## src/rtl/gcd_pkg.sv

```systemverilog
`default_nettype none
// ------------------------------------------------------------------
// gcd_pkg : shared types and helpers for the GCD operand queue. Rev 1.0
// ------------------------------------------------------------------
package gcd_pkg;

  typedef enum logic [1:0] {
    IDLE  = 2'd0,
    START = 2'd1,
    BUSY  = 2'd2
  } opq_state_t;

  localparam int GCD_WL_DEFAULT = 8;

  // Pointer width carries one extra MSB used as the wrap flag.
  function automatic int opq_ptr_w(input int depth);
    return $clog2(depth) + 1;
  endfunction

endpackage
`default_nettype wire

```

## src/rtl/gcd_fifo.sv

```systemverilog
`default_nettype none
// ------------------------------------------------------------------
// gcd_fifo : DEPTH-entry FIFO with wrap-flag pointers. Rev 1.0
// ------------------------------------------------------------------
module gcd_fifo
  import gcd_pkg::*;
#(
  parameter int WL2   = 16,
  parameter int DEPTH = 4
) (
  input  logic                   clk,
  input  logic                   rst,
  input  logic                   push,
  input  logic [WL2-1:0]         wdata,
  input  logic                   pop,
  output logic [WL2-1:0]         rdata,
  output logic                   full,
  output logic                   empty,
  output logic [$clog2(DEPTH):0] level
);

  localparam int PW = opq_ptr_w(DEPTH);
  localparam int IW = PW - 1;

  logic [PW-1:0]  wr_ptr_q, wr_ptr_d;
  logic [PW-1:0]  rd_ptr_q, rd_ptr_d;
  logic [WL2-1:0] mem_q [DEPTH];
  logic           do_push;
  logic           do_pop;

  assign full  = (wr_ptr_q[IW-1:0] == rd_ptr_q[IW-1:0]) && (wr_ptr_q[IW] != rd_ptr_q[IW]);
  assign empty = (wr_ptr_q == rd_ptr_q);
  assign level = wr_ptr_q - rd_ptr_q;
  assign rdata = mem_q[rd_ptr_q[IW-1:0]];

  assign do_push = push & ~full;
  assign do_pop  = pop & ~empty;

  always_comb begin
    wr_ptr_d = wr_ptr_q;
    rd_ptr_d = rd_ptr_q;
    if (do_push) wr_ptr_d = wr_ptr_q + 1'b1;
    if (do_pop)  rd_ptr_d = rd_ptr_q + 1'b1;
  end

  always_ff @(posedge clk or posedge rst) begin
    if (rst) begin
      wr_ptr_q <= '0;
      rd_ptr_q <= '0;
    end else begin
      wr_ptr_q <= wr_ptr_d;
      rd_ptr_q <= rd_ptr_d;
    end
  end

  // Storage is not reset; emptiness is tracked solely by the pointers.
  always_ff @(posedge clk) begin
    if (do_push) mem_q[wr_ptr_q[IW-1:0]] <= wdata;
  end

endmodule
`default_nettype wire

```

## src/rtl/gcd_operand_queue.sv

```systemverilog
`default_nettype none
// ------------------------------------------------------------------
// gcd_operand_queue : buffers operand pairs and issues them to the GCD
// engine one at a time. Optional zero-pair discard: GCD_OPQ_ZERO_SKIP_EN.
// Rev 1.0
// ------------------------------------------------------------------
module gcd_operand_queue
  import gcd_pkg::*;
#(
  parameter int WL    = GCD_WL_DEFAULT,
  parameter int DEPTH = 4
) (
  input  logic                   clk,
  input  logic                   rst,
  input  logic                   in_valid,
  output logic                   in_ready,
  input  logic [WL-1:0]          in_a,
  input  logic [WL-1:0]          in_b,
  output logic [WL-1:0]          op_a,
  output logic [WL-1:0]          op_b,
  output logic                   start,
  input  logic                   gcd_done,
  output logic                   busy,
  output logic [$clog2(DEPTH):0] level,
  output logic                   skip
);

  opq_state_t     state_q, state_d;
  logic [WL-1:0]  op_a_q, op_a_d;
  logic [WL-1:0]  op_b_q, op_b_d;
  logic           fifo_full;
  logic           fifo_empty;
  logic           fifo_pop;
  logic           push;
  logic [2*WL-1:0] head;
  logic [WL-1:0]  head_a;
  logic [WL-1:0]  head_b;
  logic           head_zero;

  // in_ready depends only on registered fullness, never on this cycle's pop.
  assign in_ready = ~rst & ~fifo_full;
  assign push     = in_valid & in_ready;
  assign {head_a, head_b} = head;

  gcd_fifo #(
    .WL2   (2 * WL),
    .DEPTH (DEPTH)
  ) u_fifo (
    .clk   (clk),
    .rst   (rst),
    .push  (push),
    .wdata ({in_a, in_b}),
    .pop   (fifo_pop),
    .rdata (head),
    .full  (fifo_full),
    .empty (fifo_empty),
    .level (level)
  );

`ifdef GCD_OPQ_ZERO_SKIP_EN
  // A zero operand would never terminate the subtract loop.
  assign head_zero = (head_a == '0) || (head_b == '0);
`else
  assign head_zero = 1'b0;
`endif

  always_comb begin
    state_d  = state_q;
    op_a_d   = op_a_q;
    op_b_d   = op_b_q;
    fifo_pop = 1'b0;
    skip     = 1'b0;
    unique case (state_q)
      IDLE: begin
        if (!fifo_empty) begin
          fifo_pop = 1'b1;
          if (head_zero) begin
            skip = 1'b1;
          end else begin
            op_a_d  = head_a;
            op_b_d  = head_b;
            state_d = START;
          end
        end
      end
      START:   state_d = BUSY;
      BUSY:    if (gcd_done) state_d = IDLE;
      default: state_d = IDLE;
    endcase
  end

  always_ff @(posedge clk or posedge rst) begin
    if (rst) begin
      state_q <= IDLE;
      op_a_q  <= '0;
      op_b_q  <= '0;
    end else begin
      state_q <= state_d;
      op_a_q  <= op_a_d;
      op_b_q  <= op_b_d;
    end
  end

  assign op_a  = op_a_q;
  assign op_b  = op_b_q;
  assign start = (state_q == START);
  assign busy  = (state_q != IDLE);

endmodule
`default_nettype wire

```

## config.mk

```make
export PLATFORM = sky130hd
export DESIGN_NAME = gcd_operand_queue
export DESIGN_NICKNAME = d
export VERILOG_FILES = /design/src/rtl/gcd_pkg.sv /design/src/rtl/gcd_fifo.sv /design/src/rtl/gcd_operand_queue.sv
export SDC_FILE = /design/constraint.sdc
export NUM_CORES = 1
export LEC_CHECK = 0
export CORE_MARGIN = 1
export CORE_UTILIZATION = 49
export CTS_CLUSTER_SIZE = 24
export DETAILED_ROUTE_END_ITERATION = 7
export PLACE_DENSITY = 0.81
export SLEW_MARGIN = 0
export SYNTH_ARGS = -nofsm -noshare
export SYNTH_HDL_FRONTEND = slang
export SYNTH_SLANG_ARGS = --single-unit
```

## constraint.sdc

```tcl
create_clock -name clk -period 2.3 [get_ports clk]
set_input_delay 0.23 -clock clk [delete_from_list [all_inputs] [get_ports clk]]
set_output_delay 0.23 -clock clk [all_outputs]
set_load 0.05 [all_outputs]
```

==> impl_metrics.tcl <==
set metrics [dict create \
    status "complete, no violations" \
    rows 30 \
    first_global_vias 1771 \
    cp.required_ps 2070 \
    syn_inst 167 \
    die_area_um2 7440 \
    port_buffers 41 \
    crit_family "adder cells" \
    fillCellCount 494 \
    synth.distinct_cells 25 \
    grt_usage_pct 17.9 \
    place_congestion 0.753 \
    drt_wl_total_um 5840 \
    grt_pass1_wl_um 9380 \
    multiInputGateArea_um2 887 \
    finalClockSkew_ps 9.98 \
    postLayoutCellArea_um2 4260 \
    crit_fanout 4 \
    worstReg2RegStart "u_fifo.wr_ptr_q[0]$_DFFE_PP0P_" \
    cts_tree "built" \
    syn_nets 195 \
    cts.htree.levels 3 \
    path_cells "inv_1, ha_1, fa_1, xnor2_1, buf_12" \
    fp.dieH_um 86.3 \
    clkSlewWorstSetupHoldPaths_ps 80 \
    synth-seq-cells 88 \
    endpoint_kind "primary output" \
    crit_cells 5 \
    crit_start "u_fifo.wr_ptr_q[0]$_DFFE_PP0P_" \
    critical-path-max-stage-delay_ps 420 \
    drive_gt1_share_pct 28.6 \
    start_kind "flop" \
    crit_buf_inv 2 \
    critical-path-slowest-cell "dfrtp_1" \
    dr.pass1.iters 4 \
    syn_to_final_growth_pct 22.3 \
    drc 0 \
    timing.final.crit_share_pct 92.6 \
    coreArea_um2 6830 \
    report.final.hold_viol_count 0 \
    drtAntennaViolNets 0 \
    grt.overflow.total 0 \
    ctsRootBufferMaster "clkbuf_8" \
    yosysSeqAreaShare_pct 72.5 \
    hold_class "in -> async" \
    layout.nets 247 \
    cts_buffer_depth 2 \
    max_slew_margin_pct 66.8 \
    ys_warn_count 0 \
    dpl_cell_area_um2 4060 \
    die_x_um 86.3 \
    avgViaCountPerCell 5.17 \
    hold_slack_ps 229 \
    seq_area_um2 2520 \
    syn_area_per_cell_um2 20.8 \
    synthesis.area_um2 3480 \
    reg2reg_depth 6 \
    hpwlAfterDp_um 3640 \
    arrival_ps 1900 \
    initial_utilization_pct 50.9 \
    grt_max_degree 20 \
    drv_cap 0 \
    diodes 0 \
    rsz0062_at_grt "no" \
    period_needed_ps 2130 \
    vias 1653 \
    worstSkewPairLatency_ps 350 \
    numCtsBuffers 9 \
    max_slew.worst_pin.slew_ps 497 \
    final_max_slew_viol_count 0 \
    fmax_ghz 0.469 \
    grt_antenna_before_repair 0 \
    crit_type "reg -> out" \
    cts.sinks 88 \
    io-pin-count 43 \
    routedWlPerCell_um 18.3 \
    first_iter_violations 60 \
    setup_violations 0 \
]
## stage by stage
| step | std cells | TNS, ps | worst slack [ps] | util [%] |
|---|---|---|---|---|
| 2_1_floorplan | 167 | -1440 | -29.9 | - |
| 5_1_grt | 320 | 0 | 52.0 | 62.3 |
| 3_5_place_dp | 302 | 0 | 141 | 59.4 |
| 6_report | 320 | 0 | 170 | 62.3 |
| 3_3_place_gp | 302 | 0 | 223 | 59.4 |
| 4_1_cts | 318 | 0 | 104 | 62.0 |
## final cells by class
| class | instances | area share, % |
|---|---|---|
| sequential | 88 | 59.3 |
| multi-input combinational | 64 | 20.8 |
| timing repair buffer | 47 | 11.9 |
| clock buffer | 13 | 3.26 |
| tap | 96 | 2.82 |
| clock inverter | 3 | 0.999 |
| inverter | 9 | 0.882 |
## Yosys cell counts
cell | n | area share [%]
edfxtp_1 | 64 | 55
dfrtp_1 | 24 | 17
mux4_2 | 16 | 10
mux2_2 | 10 | 3.2
inv_1 | 9 | 0.97
mux2_4 | 8 | 3.5
ha_1 | 7 | 2.5
xnor2_1 | 6 | 1.5
and3_1 | 3 | 0.54
buf_2 | 2 | 0.29
buf_6 | 2 | 0.65
nor2b_1 | 2 | 0.36
o211ai_1 | 2 | 0.43
a31oi_1 | 1 | 0.18
buf_4 | 1 | 0.22
buf_8 | 1 | 0.43
conb_1 | 1 | 0.11
fa_1 | 1 | 0.58
nand2_1 | 1 | 0.11
nor2_1 | 1 | 0.11
nor3b_1 | 1 | 0.22
o21ai_0 | 1 | 0.14
o21ai_4 | 1 | 0.47
or2_2 | 1 | 0.18
xor2_2 | 1 | 0.47
## registers in the layout, indices dropped and copies added, names as in the netlist
register         cells
op_a                 8
u_fifo.rd_ptr_q      3
op_b                 8
u_fifo.mem_q        64
u_fifo.wr_ptr_q      3
state_q              2
## cells by family (layout without fill, tap and decap cells)
| group | after synthesis | in the layout | share of synthesized area [%] |
|---|---|---|---|
| simple gates | 9 | 9 | 1.51 |
| buf+inv | 15 | 72 | 2.55 |
| xor+xnor | 7 | 7 | 1.98 |
| fa+ha+maj | 8 | 8 | 3.09 |
| mux | 34 | 34 | 17.0 |
| other cells | 1 | 1 | 0.108 |
| flops | 88 | 88 | 72.5 |
| compound gates | 5 | 5 | 1.22 |
## placed cells by master, fill, tap and decap left out, types with 3 or more instances in the layout
| cell | netlist | final |
|---|---|---|
| mux2_2 | 10 | 10 |
| mux4_2 | 16 | 16 |
| inv_1 | 9 | 8 |
| buf_12 | 0 | 5 |
| dfrtp_1 | 24 | 24 |
| clkdlybuf4s50_1 | 0 | 37 |
| edfxtp_1 | 64 | 64 |
| buf_4 | 1 | 5 |
| mux2_4 | 8 | 8 |
| clkbuf_1 | 0 | 4 |
| xnor2_1 | 6 | 6 |
| and3_2 | 0 | 3 |
| clkbuf_8 | 0 | 9 |
| ha_1 | 7 | 7 |
## per-layer routing
metal | routed length, um | vias up | GRT usage, %
met5 | 0 | - | 0
met3 | 220 | 14 | 4.48
met1 | 2590 | 856 | 22.9
li1 | - | 744 | -
met4 | 130 | 0 | 7.58
met2 | 2900 | 39 | 29.4
## final timing paths
path                                          endpoint  slack [ps]
worst max-delay path                          level[2]         170
worst min-delay path            state_q[1]$_DFFE_PP0P_         230
worst max register to register     op_a[1]$_DFFE_PP0P_         240
worst min register to register     op_a[3]$_DFFE_PP0P_         510
max in group asynchronous          op_a[1]$_DFFE_PP0P_        1500
min in group clk                   op_a[3]$_DFFE_PP0P_         510
## what timing repair did
action | 4_1_cts | 5_1_grt
setup endpoints to repair | 0 | 11
buffers inserted | 0 | 2
resized for setup | 0 | 1
endpoints found under the hold margin | 0 | 0
hold buffers | 0 | 0
Power is not shown: default switching activity piles up to over one toggle a cycle in this logic, so the estimate is an artifact.
